## config.mk

```make
export PLATFORM = sky130hd
export DESIGN_NAME = cgra_config_loader
export DESIGN_NICKNAME = d
export VERILOG_FILES = /design/src/rtl/cgra_cfg_pkg.sv /design/src/rtl/cfg_word_assembler.sv /design/src/rtl/cgra_config_loader.sv
export SDC_FILE = /design/constraint.sdc
export NUM_CORES = 1
export LEC_CHECK = 0
export ABC_AREA = 1
export CORE_AREA = 2 2 419 421
export DETAILED_ROUTE_END_ITERATION = 8
export DIE_AREA = 0 0 421 423
export HOLD_SLACK_MARGIN = 0.02
export PLACE_DENSITY = 0.47
export SLEW_MARGIN = 20
export SYNTH_ARGS = -nofsm -noshare
export SYNTH_HDL_FRONTEND = slang
export SYNTH_HIERARCHICAL = 1
export SYNTH_SLANG_ARGS = --single-unit
```

## constraint.sdc

```tcl
create_clock -name clk -period 2.7 [get_ports clk]
set_input_delay 0.54 -clock clk [delete_from_list [all_inputs] [get_ports clk]]
set_output_delay 0.54 -clock clk [all_outputs]
set_load 0.02 [all_outputs]
```

## src/rtl/cgra_cfg_pkg.sv

```systemverilog
// ----------------------------------------------------------------------------
// cgra_cfg_pkg
// Shared widths and the loader state type for the CGRA configuration path.
// A cell configuration is two stream words: the low word first, then the high word.
// ----------------------------------------------------------------------------
package cgra_cfg_pkg;

   localparam int WORD_WIDTH     = 32;
   localparam int CFG_WIDTH      = 2 * WORD_WIDTH;
   localparam int WORDS_PER_CELL = CFG_WIDTH / WORD_WIDTH;

   typedef enum logic [1:0] {
      IDLE,
      CLEAR,
      LOAD,
      DONE
   } loader_state_t;

endpackage

```

## src/rtl/cfg_word_assembler.sv

```systemverilog
// ----------------------------------------------------------------------------
// cfg_word_assembler
// Pairs consecutive stream words into one cell configuration.
// The first word of a pair is held in a staging register. The second word
// completes the pair. In that same cycle the module presents {din, staging}
// and raises word_v, so the consumer can commit the pair on that clock edge.
//
// Ports
//   clk, rst_n : clock and asynchronous active-low reset
//   clear      : restarts pairing at the low word (new load)
//   xfer       : a stream word transfers this cycle
//   din        : stream word
//   word       : assembled configuration {din, staging}
//   word_v     : one-cycle strobe, high when xfer completes a pair
// ----------------------------------------------------------------------------
module cfg_word_assembler
   import cgra_cfg_pkg::*;
(
   input  logic                  clk,
   input  logic                  rst_n,
   input  logic                  clear,
   input  logic                  xfer,
   input  logic [WORD_WIDTH-1:0] din,
   output logic [CFG_WIDTH-1:0]  word,
   output logic                  word_v
);

   logic [WORD_WIDTH-1:0] staging;
   logic                  phase;

   // NOTE: sequential state uses non-blocking assignments only, so every
   // register samples values from before the edge regardless of statement order.
   always_ff @(posedge clk or negedge rst_n) begin
      if (!rst_n) begin
         staging <= '0;
         phase   <= 1'b0;
      end else if (clear) begin
         staging <= '0;
         phase   <= 1'b0;
      end else if (xfer) begin
         if (!phase) begin
            staging <= din;
            phase   <= 1'b1;
         end else begin
            phase   <= 1'b0;
         end
      end
   end

   // The high word goes straight through, so the pair can be committed in the
   // cycle its second word arrives.
   assign word   = {din, staging};
   assign word_v = xfer & phase;

endmodule

```

## src/rtl/cgra_config_loader.sv

```systemverilog
// ----------------------------------------------------------------------------
// cgra_config_loader
// Loads the 64-bit configuration register of every CGRA cell from a 32-bit
// valid/ready word stream. Cell 0 is loaded first. Within a cell the low word
// comes before the high word. While a load is in progress the loader holds the
// fabric-wide clear.
//
// Ports
//   clk, rst_n  : clock and asynchronous active-low reset
//   start       : begins a full load; honoured only in IDLE
//   cfg_din     : configuration word
//   cfg_din_v   : cfg_din valid
//   cfg_din_r   : loader ready (depends only on state, not on cfg_din_v)
//   config_bits : cell i at [i*CFG_WIDTH +: CFG_WIDTH]
//   cells_clr   : synchronous clear to all cells (CLEAR and LOAD)
//   busy        : high in CLEAR, LOAD and DONE
//   done        : one-cycle pulse after the final word is committed
// ----------------------------------------------------------------------------
module cgra_config_loader
   import cgra_cfg_pkg::*;
#(
   parameter int NUM_CELLS = 16
) (
   input  logic                           clk,
   input  logic                           rst_n,
   input  logic                           start,
   input  logic [WORD_WIDTH-1:0]          cfg_din,
   input  logic                           cfg_din_v,
   output logic                           cfg_din_r,
   output logic [NUM_CELLS*CFG_WIDTH-1:0] config_bits,
   output logic                           cells_clr,
   output logic                           busy,
   output logic                           done
);

   localparam int                IDX_W    = (NUM_CELLS > 1) ? $clog2(NUM_CELLS) : 1;
   localparam logic [IDX_W-1:0]  LAST_IDX = IDX_W'(NUM_CELLS - 1);

   loader_state_t          state, state_nxt;
   logic [IDX_W-1:0]       idx;
   logic [CFG_WIDTH-1:0]   cfg_q [NUM_CELLS];
   logic [CFG_WIDTH-1:0]   pair_word;
   logic                   pair_v;
   logic                   start_ok;
   logic                   xfer;

   assign start_ok = (state == IDLE) && start;
   assign xfer     = cfg_din_v && cfg_din_r;

   cfg_word_assembler u_asm (
      .clk    (clk),
      .rst_n  (rst_n),
      .clear  (start_ok),
      .xfer   (xfer),
      .din    (cfg_din),
      .word   (pair_word),
      .word_v (pair_v)
   );

   always_ff @(posedge clk or negedge rst_n) begin
      if (!rst_n) begin
         state <= IDLE;
      end else begin
         state <= state_nxt;
      end
   end

   // NOTE: every signal driven here gets a default before the case statement,
   // so no path can leave a value unassigned and infer a latch.
   always_comb begin
      state_nxt = state;
      cfg_din_r = 1'b0;
      cells_clr = 1'b0;
      busy      = 1'b0;
      done      = 1'b0;
      unique case (state)
         IDLE: begin
            if (start) state_nxt = CLEAR;
         end
         CLEAR: begin
            cells_clr = 1'b1;
            busy      = 1'b1;
            state_nxt = LOAD;
         end
         LOAD: begin
            cfg_din_r = 1'b1;
            cells_clr = 1'b1;
            busy      = 1'b1;
            if (pair_v && (idx == LAST_IDX)) state_nxt = DONE;
         end
         DONE: begin
            busy      = 1'b1;
            done      = 1'b1;
            state_nxt = IDLE;
         end
         default: state_nxt = IDLE;
      endcase
   end

   // The index stops at the last cell. The last pair moves the FSM to DONE,
   // so a wrap could only come from a later load, and that load restarts the index.
   always_ff @(posedge clk or negedge rst_n) begin
      if (!rst_n) begin
         idx <= '0;
      end else if (start_ok) begin
         idx <= '0;
      end else if (pair_v && (idx != LAST_IDX)) begin
         idx <= idx + 1'b1;
      end
   end

   // NOTE: the configuration registers are reset on purpose. A load abandoned
   // by reset must not leave a partial configuration for the cells to decode.
   always_ff @(posedge clk or negedge rst_n) begin
      if (!rst_n) begin
         for (int i = 0; i < NUM_CELLS; i++) cfg_q[i] <= '0;
      end else if (pair_v) begin
         for (int i = 0; i < NUM_CELLS; i++) begin
            if (idx == IDX_W'(i)) cfg_q[i] <= pair_word;
         end
      end
   end

   for (genvar g = 0; g < NUM_CELLS; g++) begin : g_out
      assign config_bits[g*CFG_WIDTH +: CFG_WIDTH] = cfg_q[g];
   end

endmodule

```

Yosys cells after proc, flatten, opt, wreduce, memory -nomap -nowiden

Cells that the tools add are included.

Register bits: 1063
Output and inout port bits: 1028
Bits of input ports: 36

Equality and inequality tests: 22
$add $sub $neg: 1
Reductions and logical operators: 28
Bitwise logic cells: 1
Mux-type cells: 15

Operator list:

| kind                | count |
|---|---|
| $mux 32             | 3 |
| $reduce_and 2->1    | 18 |
| $eq 4x4->1 const B  | 8 |
| $eq 4x3->1 const B  | 4 |
| $eq 4x2->1 const B  | 2 |
| $mux 4              | 2 |
| $pmux 2 s4          | 1 |
| $mux 1              | 7 |
| $ne 2x2->1 const B  | 3 |
| $add 4x1->4 const B | 1 |
| $eq 2x2->1 const B  | 2 |
| $eq 4x1->1 const B  | 1 |
| $logic_and 1x1->1   | 4 |
| $logic_not 4->1     | 1 |
| $mux 2              | 2 |
| $ne 4x4->1 const B  | 1 |
| $reduce_bool 2->1   | 2 |
| $reduce_or 3->1     | 1 |
| $eq 2x1->1 const B  | 1 |
| $logic_not 2->1     | 1 |
| $reduce_or 2->1     | 1 |
| $and 1x1->1         | 1 |

Depth between registers and ports, before layout

Gate-level depths: netlist of run 1.

Depth after elaboration: 7
Depth in mapped cells: 13
Depth with buffers taken out: 11

Hierarchy

The synthesis of run 1 kept the hierarchy.

By module, submodules not included:

| module             | instances | cells each | area an instance (um2) |
|---|---|---|---|
| cgra_config_loader | 1         | 3506       | 36565.1 |
| cfg_word_assembler | 1         | 183        | 1710.4 |

Least setup slack after synthesis of run 1

OpenSTA, ideal clock, no wires.

Kind: reg-to-reg
From: reg state[0]
To: reg cfg_q (netlist bit config_bits[244])
Arrival: 1.875 ns
Slack: 0.690 ns
Cell stages (with the launch flop): 14
Clock period less this slack: 2.010 ns
Buffers on the path: 2
Data required time: 2.565 ns
Cells stage by stage: dfrtp_1 > inv_1 > ha_1 > nand2_1 > inv_1 > nand2_1 > inv_1 > nand2_1 > inv_1 > nand2_1 > buf_2 > clkbuf_1 > nand2_1 > o21ai_0

Cells in the longest elaborated chain, start to end: 5

RTL lines:

| element                       | RTL line                  | source |
|---|---|---|
| start, declared               | cgra_config_loader.sv:39  | `loader_state_t state, state_nxt;` |
| start signal, assigned        | cgra_config_loader.sv:64  | `state <= state_nxt;` |
| $eq 2x2->1                    | cgra_config_loader.sv:76  | `unique case (state)` |
| $mux 1                        | cgra_config_loader.sv:76  |  |
| named net cfg_din_r           | cgra_config_loader.sv:29  | `output logic cfg_din_r,` |
| $logic_and 1x1->1             | cgra_config_loader.sv:48  | `assign xfer = cfg_din_v && cfg_din_r;` |
| named net xfer                | cgra_config_loader.sv:45  | `logic xfer;` |
| $and 1x1->1                   | cfg_word_assembler.sv:53  | `assign word_v = xfer & phase;` |
| named net pair_v              | cgra_config_loader.sv:43  | `logic pair_v;` |
| $reduce_and 2->1 (no line)    | --                        |  |
| end signal, assigned by index | cgra_config_loader.sv:119 | `if (idx == IDX_W'(i)) cfg_q[i] <= pair_word;` |
| end, declared                 | cgra_config_loader.sv:41  | `logic [CFG_WIDTH-1:0] cfg_q [NUM_CELLS];` |

The timed path passes the listed nets, and every way through them passes these cells.
A chain may end at the register's enable or synchronous reset.

Worst setup path after layout of run 1

From: reg state[1]
To: out busy

Cells in the longest elaborated chain, start to end: 3
Elaborated cells between the ends (all ways): 5
Classes of those cells: eq/ne (3); mux (1); reduce/logical (1)

RTL lines:

| element                                         | RTL line                 | source |
|---|---|---|
| $eq 2x2->1 / $eq 2x1->1 (equally long branches) | cgra_config_loader.sv:76 |  |
| $reduce_or 3->1 (no line) (*)                   | --                       |  |
| $mux 1 (*)                                      | cgra_config_loader.sv:76 |  |
| end, declared                                   | cgra_config_loader.sv:32 | `output logic busy,` |

Mark *: on every way between the ends. The rest lies on a longest branch, timed or not.

==> results of run 1 <==
==> power by group through the flow <==
| stage | sequential [mW] | combinational (mW) | clock (mW) |
|---|---|---|---|
| 6_report | 18.0 | 9.32 | 16.3 |
| 5_1_grt | 18.2 | 9.91 | 17.4 |
| 4_1_cts | 18.0 | 9.56 | 16.7 |
| 3_5_place_dp | 18.3 | 9.56 | 0 |
| 3_3_place_gp | 18.3 | 9.52 | 0 |
| 2_1_floorplan | 19.5 | 2.34 | 0 |
==> per-stage QoR <==
step                power [mW]  instances
finish                    43.6       7158
global route              45.5       7151
CTS                       44.3       7147
detailed placement        27.9       6940
global placement          27.8       6940
floorplan                 21.8       3689
==> state kept, by name (all words and copies together), names as in the netlist <==
| name | count |
|---|---|
| state | 2 |
| config_bits | 1024 |
| u_asm/phase | 1 |
| idx | 4 |
| u_asm/staging | 32 |
==> critical path, stage by stage (launching register included) <==
cell and delay [ns]:
dfrtp_1 0.43, inv_1 0.10, ha_1 0.31, inv_1 0.08, dlygate4sd2_1 0.36
==> layer usage <==
metal | track usage | vias up | wire (um)
met5 | 0 | - | 0
met4 | 0.0682 | 0 | 5710
li1 | - | 14106 | -
met3 | 0.0446 | 235 | 11200
met2 | 0.345 | 1004 | 90500
met1 | 0.244 | 15549 | 73700
==> repair_timing <==
action,CTS,global route
endpoints found under the setup margin,3,1
endpoints found under the hold margin,15,0
gates resized for setup,4,1
hold buffers,1,0
==> cells by family after synthesis <==
family | synth area share
DFF | 0.695
and+or+nand+nor | 0.120
buffers and inverters | 0.0482
AOI/OAI and AO/OA | 0.134
adders and majority gates | 0.00262
==> cells in the final DEF (no fill, tap or decap), drive strengths merged <==
cell / count
a21oi: 258
buf: 196
bufinv: 5
clkbuf: 179
clkdlybuf4s50: 1059
clkinv: 16
clkinvlp: 5
dfrtp: 1063
diode: 11
dlygate4sd2: 2
dlygate4sd3: 1
ha: 8
inv: 85
nand2: 835
nand3: 72
nand4: 1
nor2: 266
o21ai: 770
or2: 1
==> path summary, 6_finish.rpt <==
kind | start | endpoint | slack (ns) | depth (start not counted)
min in group clk | cfg_din[13] | u_asm/staging[13] | 0.38 | 3
worst min-delay path | rst_n | config_bits[620] | 0.35 | 2
worst min register to register | config_bits[275] | config_bits[275] | 0.48 | 2
worst max-delay path | state[1] | busy | 0.13 | 4
worst max register to register | state[0] | config_bits[534] | 0.38 | 13
max in group asynchronous | rst_n | config_bits[285] | 1.25 | 3
==> layout make-up <==
cell class                      count  area (um2)  share of cell area
Antenna cell                       11        27.5            0.000487
Clock buffer                      178        3540              0.0626
Clock inverter                     28         325             0.00576
Sequential cell                  1063       26600               0.471
Multi-Input combinational cell   2211        9950               0.176
Timing Repair Buffer             1259       12800               0.227
Tap cell                         2325        2910              0.0515
Inverter                           83         312             0.00551
==> results.yml, run 1 <==
pwr:
  p_int_mw: 29.6
  p_sw_frac: 0.321
  max-vdd-ir-drop_mv: 0.500
  p_leak_nw: 25.1
  p_clk_frac: 0.373
  power_density_nw_per_um2: 772
  comb_power_share: 0.214
  power_frac_seq: 0.414
  switchingPower_mw: 14.0
global_route:
  first_global_vias: 30403
  gr-total-overflow: 0
  antenna_found_initial: 34
  grt_pass1_wl_um: 252000
  grt_start_max_net_pins: 92
  gr-usage-all-layers: 0.200
clocking:
  cts_setup_buffers: 0
  cts_root_buffer: "clkbuf_16"
  path_clk_slew_ns: 0.06
  clockBufferDepth: 3
  clk_latency_ns: 0.75
  cts_tree: "built"
  clkSinkCount: 1063
  cts_max_level: 3
  numCtsBuffers: 118
place:
  pre_cts_ws_ns: 0.0914
  dpl-instance-area_um2: 52600
  dp_hpwl_um: 129000
  port_buffers: 1063
  gp_congestion: 0.808
sta:
  timing.final.crit_share: 0.950
  max_clock_freq_mhz: 390
  skew_ns: 0.0207
  fin_setup_tns_ns: 0
  worst_slack_ns: 0.134
  rsz0062_at_grt: "false"
  worst_pin_slew_ns: 1.14
  post-route-min-period_ns: 2.57
  hold_ws_ns: 0.355
  maxSlewViolCount: 0
  finalHoldViolations: 0
  max-slew-margin-rel: 0.238
  setup_viol: 0
drt:
  via_per_inst: 4.32
  vias: 30894
  wirelength_um: 181000
  dr.pass1.iters: 5
  post-route-drc-count: 0
  ant_nets: 0
  drtIter0Drc: 2437
  wl_per_cell_um: 25.3
floorplan:
  initial_core_util: 0.221
  rows: 153
  io-pin-count: 1064
  die_w_um: 421
  core-area_um2: 173000
  chipHeight_um: 423
  die_area_um2: 178000
critical_path:
  worstPathMaxFanout: 4
  crit_arrival_ns: 2.03
  required_ns: 2.16
  startpoint_type: "flip-flop"
  path_class: "reg2out"
  setup.worst_path.end_class: "primary output"
layout:
  fin_util: 0.326
  area_delta_synth_final_pct: 47.6
  num-fill-cells: 17829
  drive_gt1_frac: 0.0861
  layout.nets: 4780
  stdcell_area_um2: 56500
synth:
  synth.most_common_cell: "dfrtp_1"
  yosysUniqueCellTypes: 21
  synth_ff_type: "dfrtp_1"
  async_flop_share: 1.00
  synth_edf_count: 0
  synth.top_cell.area_share: 0.695
  synth-seq-area-share: 0.695
  synth_area_leaders: "dfrtp_1 69%, o21ai_0 10%, nand2_1 8.2%, a21oi_1 3.4%, nor2_1 2.6%"
  synth_area_per_cell_um2: 10.4
  netlist_area_um2: 38300
  yosys.area.top_type: "dfrtp_1"
  yosys_register_bits: 1063
  yosys-top-cells-count: "1063 x dfrtp_1, 833 x nand2_1, 765 x o21ai_0"
  yosysWarnings: 6
  syn_nets: 3733
  synthCells: 3689
min_path:
  worst_hold_path_type: "in2async"
outcome:
  outcome: "completed"
flow_run:
  maxCapViolCount: 0
No activity file was read; power rests on OpenSTA's default activity.
==> run 2: changes to the inputs <==
CTS_BUF_LIST = sky130_fd_sc_hd__clkbuf_8   (was not set)
==> results.yml, run 2 (same netlist as run 1, synthesis figures left out) <==
outcome:
  outcome: "completed"
drt:
  dr.pass1.iters: 5
  via_per_inst: 4.29
  drtIter0Drc: 2533
  wirelength_um: 183000
  wl_per_cell_um: 25.0
  ant_nets: 0
  vias: 31261
  post-route-drc-count: 0
min_path:
  worst_hold_path_type: "in2async"
floorplan:
  die_area_um2: 178000
  die_w_um: 421
  rows: 153
  core-area_um2: 173000
  initial_core_util: 0.221
  io-pin-count: 1064
  chipHeight_um: 423
clocking:
  path_clk_slew_ns: 0.06
  clkSinkCount: 1063
  cts_setup_buffers: 0
  cts_root_buffer: "clkbuf_8"
  cts_tree: "built"
  numCtsBuffers: 190
  cts_max_level: 4
  clk_latency_ns: 0.98
  clockBufferDepth: 3
critical_path:
  crit_arrival_ns: 2.05
  critPathSlowestCell: "dfrtp_2"
  path_cells: "inv_1 -> ha_2 -> buf_4"
  worstPathMaxFanout: 4
  setup.worst_path.end_class: "primary output"
  critPathMaxStageDelay_ns: 0.43
  startpoint_type: "flip-flop"
  path_class: "reg2out"
  required_ns: 2.16
sta:
  worst_slack_ns: 0.105
  max_clock_freq_mhz: 385
  max-slew-margin-rel: 0.240
  worst_pin_slew_ns: 1.14
  maxSlewViolCount: 0
  setup_viol: 0
  skew_ns: 0.0462
  rsz0062_at_grt: "true"
  timing.final.crit_share: 0.961
  finalHoldViolations: 0
  post-route-min-period_ns: 2.59
global_route:
  gr-total-overflow: 0
  grt_pass1_wl_um: 254000
  antenna_found_initial: 39
  first_global_vias: 30934
  grt_start_max_net_pins: 92
  gr-usage-all-layers: 0.201
pwr:
  max-vdd-ir-drop_mv: 0.520
  p_leak_nw: 25.8
  power_density_nw_per_um2: 764
place:
  place_inst: 6940
  gp_congestion: 0.808
  port_buffers: 1063
  dp_hpwl_um: 129000
  pre_cts_ws_ns: 0.0914
layout:
  layout.nets: 4852
  area_delta_synth_final_pct: 47.8
  layout_commonest_cell: "dfrtp_1"
  largest_reg_flops: 1024
  fin_util: 0.327
  final_cell_mix: "1062 x dfrtp_1, 989 x clkdlybuf4s50_1, 821 x nand2_1"
  fin_cells: 7291
  drive_gt1_frac: 0.104
flow_run:
  maxCapViolCount: 0
==> run 2: changes by cell type in the layout (fill, tap and decap cells not counted), sizes merged <==
| cell | delta |
|---|---|
| clkdlybuf4s15 | +1 |
| clkdlybuf4s50 | -70 |
| bufinv | -1 |
| clkinvlp | -1 |
| diode | +2 |
| clkinv | -5 |
| dlymetal6s2s | +5 |
| clkdlybuf4s18 | +1 |
| dlygate4sd2 | +63 |
| clkbuf | +71 |
| buf | +1 |
| inv | +66 |
==> run 2: critical path, delay by kind of cell, from the launching register on <==
kind	cells	cell delay [ns]
flip-flops	1	0.43
adder cells (fa/ha/maj)	1	0.34
buffers and inverters	2	0.32
==> run 2: worst paths after layout <==
check / start / end / slack [ns] / depth (start not counted)
worst min-delay path: rst_n / config_bits[620] / 0.15 / 2
max in group asynchronous: rst_n / config_bits[267] / 1.44 / 3
worst max register to register: state[0] / config_bits[667] / 0.40 / 13
min in group clk: cfg_din[13] / u_asm/staging[13] / 0.17 / 3
worst max-delay path: state[1] / cells_clr / 0.11 / 3
worst min register to register: config_bits[300] / config_bits[300] / 0.48 / 2
==> run 2: area by class of cell <==
type                       count  area, um2
antenna                       13       32.5
clock buffer                 250       3440
clock inverter                87        544
fill                       17900     117000
inverter                      83        312
multi-input combinational   2211       9970
sequential                  1063      26600
tap                         2325       2910
timing repair buffer        1259      12800
==> run 2: what timing repair did <==
action                                  4_1_cts  5_1_grt
endpoints found under the setup margin       68        7
pin swaps                                     0        0
hold endpoints to repair                    480        0
resized for setup                            79       10
hold buffers                                  1        0
==> run 2: metrics by stage <==
step | total power [mW] | area [um2] | hold slack [ns] | TNS [ns]
finish | 43.2 | 56600 | 0.146 | 0
global route | 45.2 | 56600 | 0.102 | -0.0417
CTS | 43.9 | 56500 | 0.0313 | -0.104
detailed placement | 27.9 | 52600 | 0.472 | 0
global placement | 27.8 | 52600 | 0.465 | 0
floorplan | 21.8 | 38300 | 0.244 | 0
==> run 2: where the power goes <==
group | switching, mW | total (mW) | leakage (nW) | internal (mW)
clock | 7.23 | 15.9 | 2.27 | 8.65
combinational | 6.37 | 9.28 | 8.84 | 2.91
sequential | 0.817 | 18.1 | 14.7 | 17.2
total | 14.4 | 43.2 | 25.8 | 28.8
==> run 2: per-layer routing <==
metal	routed length (um)	up-vias	global-route usage
li1	-	14286	-
met1	73600	15596	0.243
met3	12700	289	0.0563
met5	11	-	0
met2	90100	1088	0.343
met4	6290	2	0.0701
==> run 3: changes to the inputs <==
ABC_CLOCK_PERIOD_IN_PS = 2700   (was not set)
CELL_PAD_IN_SITES_DETAIL_PLACEMENT = 0   (was not set)
CELL_PAD_IN_SITES_GLOBAL_PLACEMENT = 1   (was not set)
CORE_AREA = 2 2 414 416   (was 2 2 419 421)
DIE_AREA = 0 0 416 418   (was 0 0 421 423)
PLACE_DENSITY = 0.58   (was 0.47)
==> results.yml, run 3 (same netlist as run 1, synthesis figures left out) <==
pwr:
  max-vdd-ir-drop_mv: 0.509
  p_int_mw: 28.8
  p_leak_nw: 25.6
  switchingPower_mw: 14.3
  p_sw_frac: 0.332
  comb_power_share: 0.215
  p_clk_frac: 0.367
  power_frac_seq: 0.418
  power_density_nw_per_um2: 765
drt:
  post-route-drc-count: 0
  dr.pass1.iters: 5
  drtIter0Drc: 2494
  wl_per_cell_um: 25.2
  vias: 31089
  ant_nets: 0
  via_per_inst: 4.33
  wirelength_um: 181000
sta:
  finalHoldViolations: 0
  fin_setup_tns_ns: 0
  skew_ns: 0.0536
  max_clock_freq_mhz: 388
  timing.final.crit_share: 0.953
  worst_pin_slew_ns: 1.00
  setup_viol: 0
  hold_ws_ns: 0.190
  max-slew-margin-rel: 0.330
  rsz0062_at_grt: "false"
  maxSlewViolCount: 0
  post-route-min-period_ns: 2.57
global_route:
  gr-usage-all-layers: 0.204
  first_global_vias: 30236
  grt_start_max_net_pins: 103
  gr-total-overflow: 0
  grt_pass1_wl_um: 249000
  antenna_found_initial: 27
critical_path:
  path_class: "reg2out"
  crit_arrival_ns: 2.03
  cp_num_buf_inv: 1
  path_cells: "clkdlybuf4s50_1"
  required_ns: 2.16
  critPathSlowestCell: "clkdlybuf4s50_1"
  crit_family: "buffers and inverters"
  critPathMaxStageDelay_ns: 0.75
  startpoint_type: "flip-flop"
  worstPathMaxFanout: 2
  setup.worst_path.end_class: "primary output"
place:
  gp_congestion: 0.813
  dp_hpwl_um: 129000
  port_buffers: 1063
floorplan:
  die_w_um: 416
  rows: 151
  io-pin-count: 1064
  initial_core_util: 0.226
  core-area_um2: 169000
  chipHeight_um: 418
  die_area_um2: 174000
layout:
  num-fill-cells: 17464
  layout_commonest_cell: "dfrtp_1"
  drive_gt1_frac: 0.103
  final_cell_mix: "1063 x dfrtp_1, 1023 x clkdlybuf4s50_1, 821 x nand2_1"
  layout.nets: 4849
  area_delta_synth_final_pct: 47.4
  largest_reg_flops: 1024
clocking:
  cts_setup_buffers: 0
  cts_root_buffer: "clkbuf_8"
  cts_max_level: 4
  clk_latency_ns: 0.98
  clkSinkCount: 1063
  numCtsBuffers: 191
  cts_tree: "built"
  clockBufferDepth: 3
  path_clk_slew_ns: 0.06
flow_run:
  maxCapViolCount: 0
outcome:
  outcome: "completed"
min_path:
  worst_hold_path_type: "in2async"
-- run 3: layout make-up --
class | count | area, um2 | area share
multi-input combinational | 2211 | 9950 | 0.176
antenna | 12 | 30.0 | 0.000532
clock buffer | 252 | 3470 | 0.0615
tap | 2218 | 2780 | 0.0492
timing repair buffer | 1255 | 12700 | 0.226
clock inverter | 91 | 542 | 0.00961
sequential | 1063 | 26600 | 0.472
inverter | 83 | 312 | 0.00552
-- run 3: per-stage QoR --
stage	power, mW	area, um2	worst slack (ns)	cells	utilization
after CTS	43.9	56400	0.0000109	7173	0.333
after global routing	45.1	56400	0.00240	7178	0.333
final	43.1	56400	0.126	7185	0.334
after detailed placement	27.9	52400	0.0211	6829	0.310
after floorplan	21.8	38300	0.690	3689	-
after global placement	27.8	52400	0.000984	6829	0.310
-- run 3: worst paths after layout --
kind                            slack (ns)                 to        startpoint  depth (start not counted)
min in group clk                      0.20  u_asm/staging[15]       cfg_din[15]                          3
worst min-delay path                  0.19   config_bits[309]             rst_n                          2
max in group asynchronous             1.43   config_bits[916]             rst_n                          4
worst max register to register        0.31   config_bits[215]          state[0]                         13
worst max-delay path                  0.13   config_bits[417]  config_bits[417]                          1
worst min register to register        0.48   config_bits[340]  config_bits[340]                          2
-- run 3: per-layer routing --
metal	vias to the layer above	share of wire	track usage
met4	0	0.030	0.0694
met1	15518	0.40	0.246
li1	14255	-	-
met3	239	0.065	0.0536
met2	1077	0.51	0.351
met5	-	0	0
-- run 3: what timing repair did --
item                                   4_1_cts  5_1_grt
setup endpoints to repair                   37        3
endpoints found under the hold margin      472        0
pin swaps                                    0        0
gates resized for setup                     49        4
hold buffers                                 1        0
-- run 3: power by group through the flow --
stage          Clock, mW  Sequential (mW)  Combinational [mW]
2_1_floorplan          0             19.5                2.34
3_3_place_gp           0             18.3                9.54
3_5_place_dp           0             18.3                9.57
4_1_cts             16.3             18.0                9.55
5_1_grt             17.0             18.2                9.87
6_report            15.8             18.0                9.27
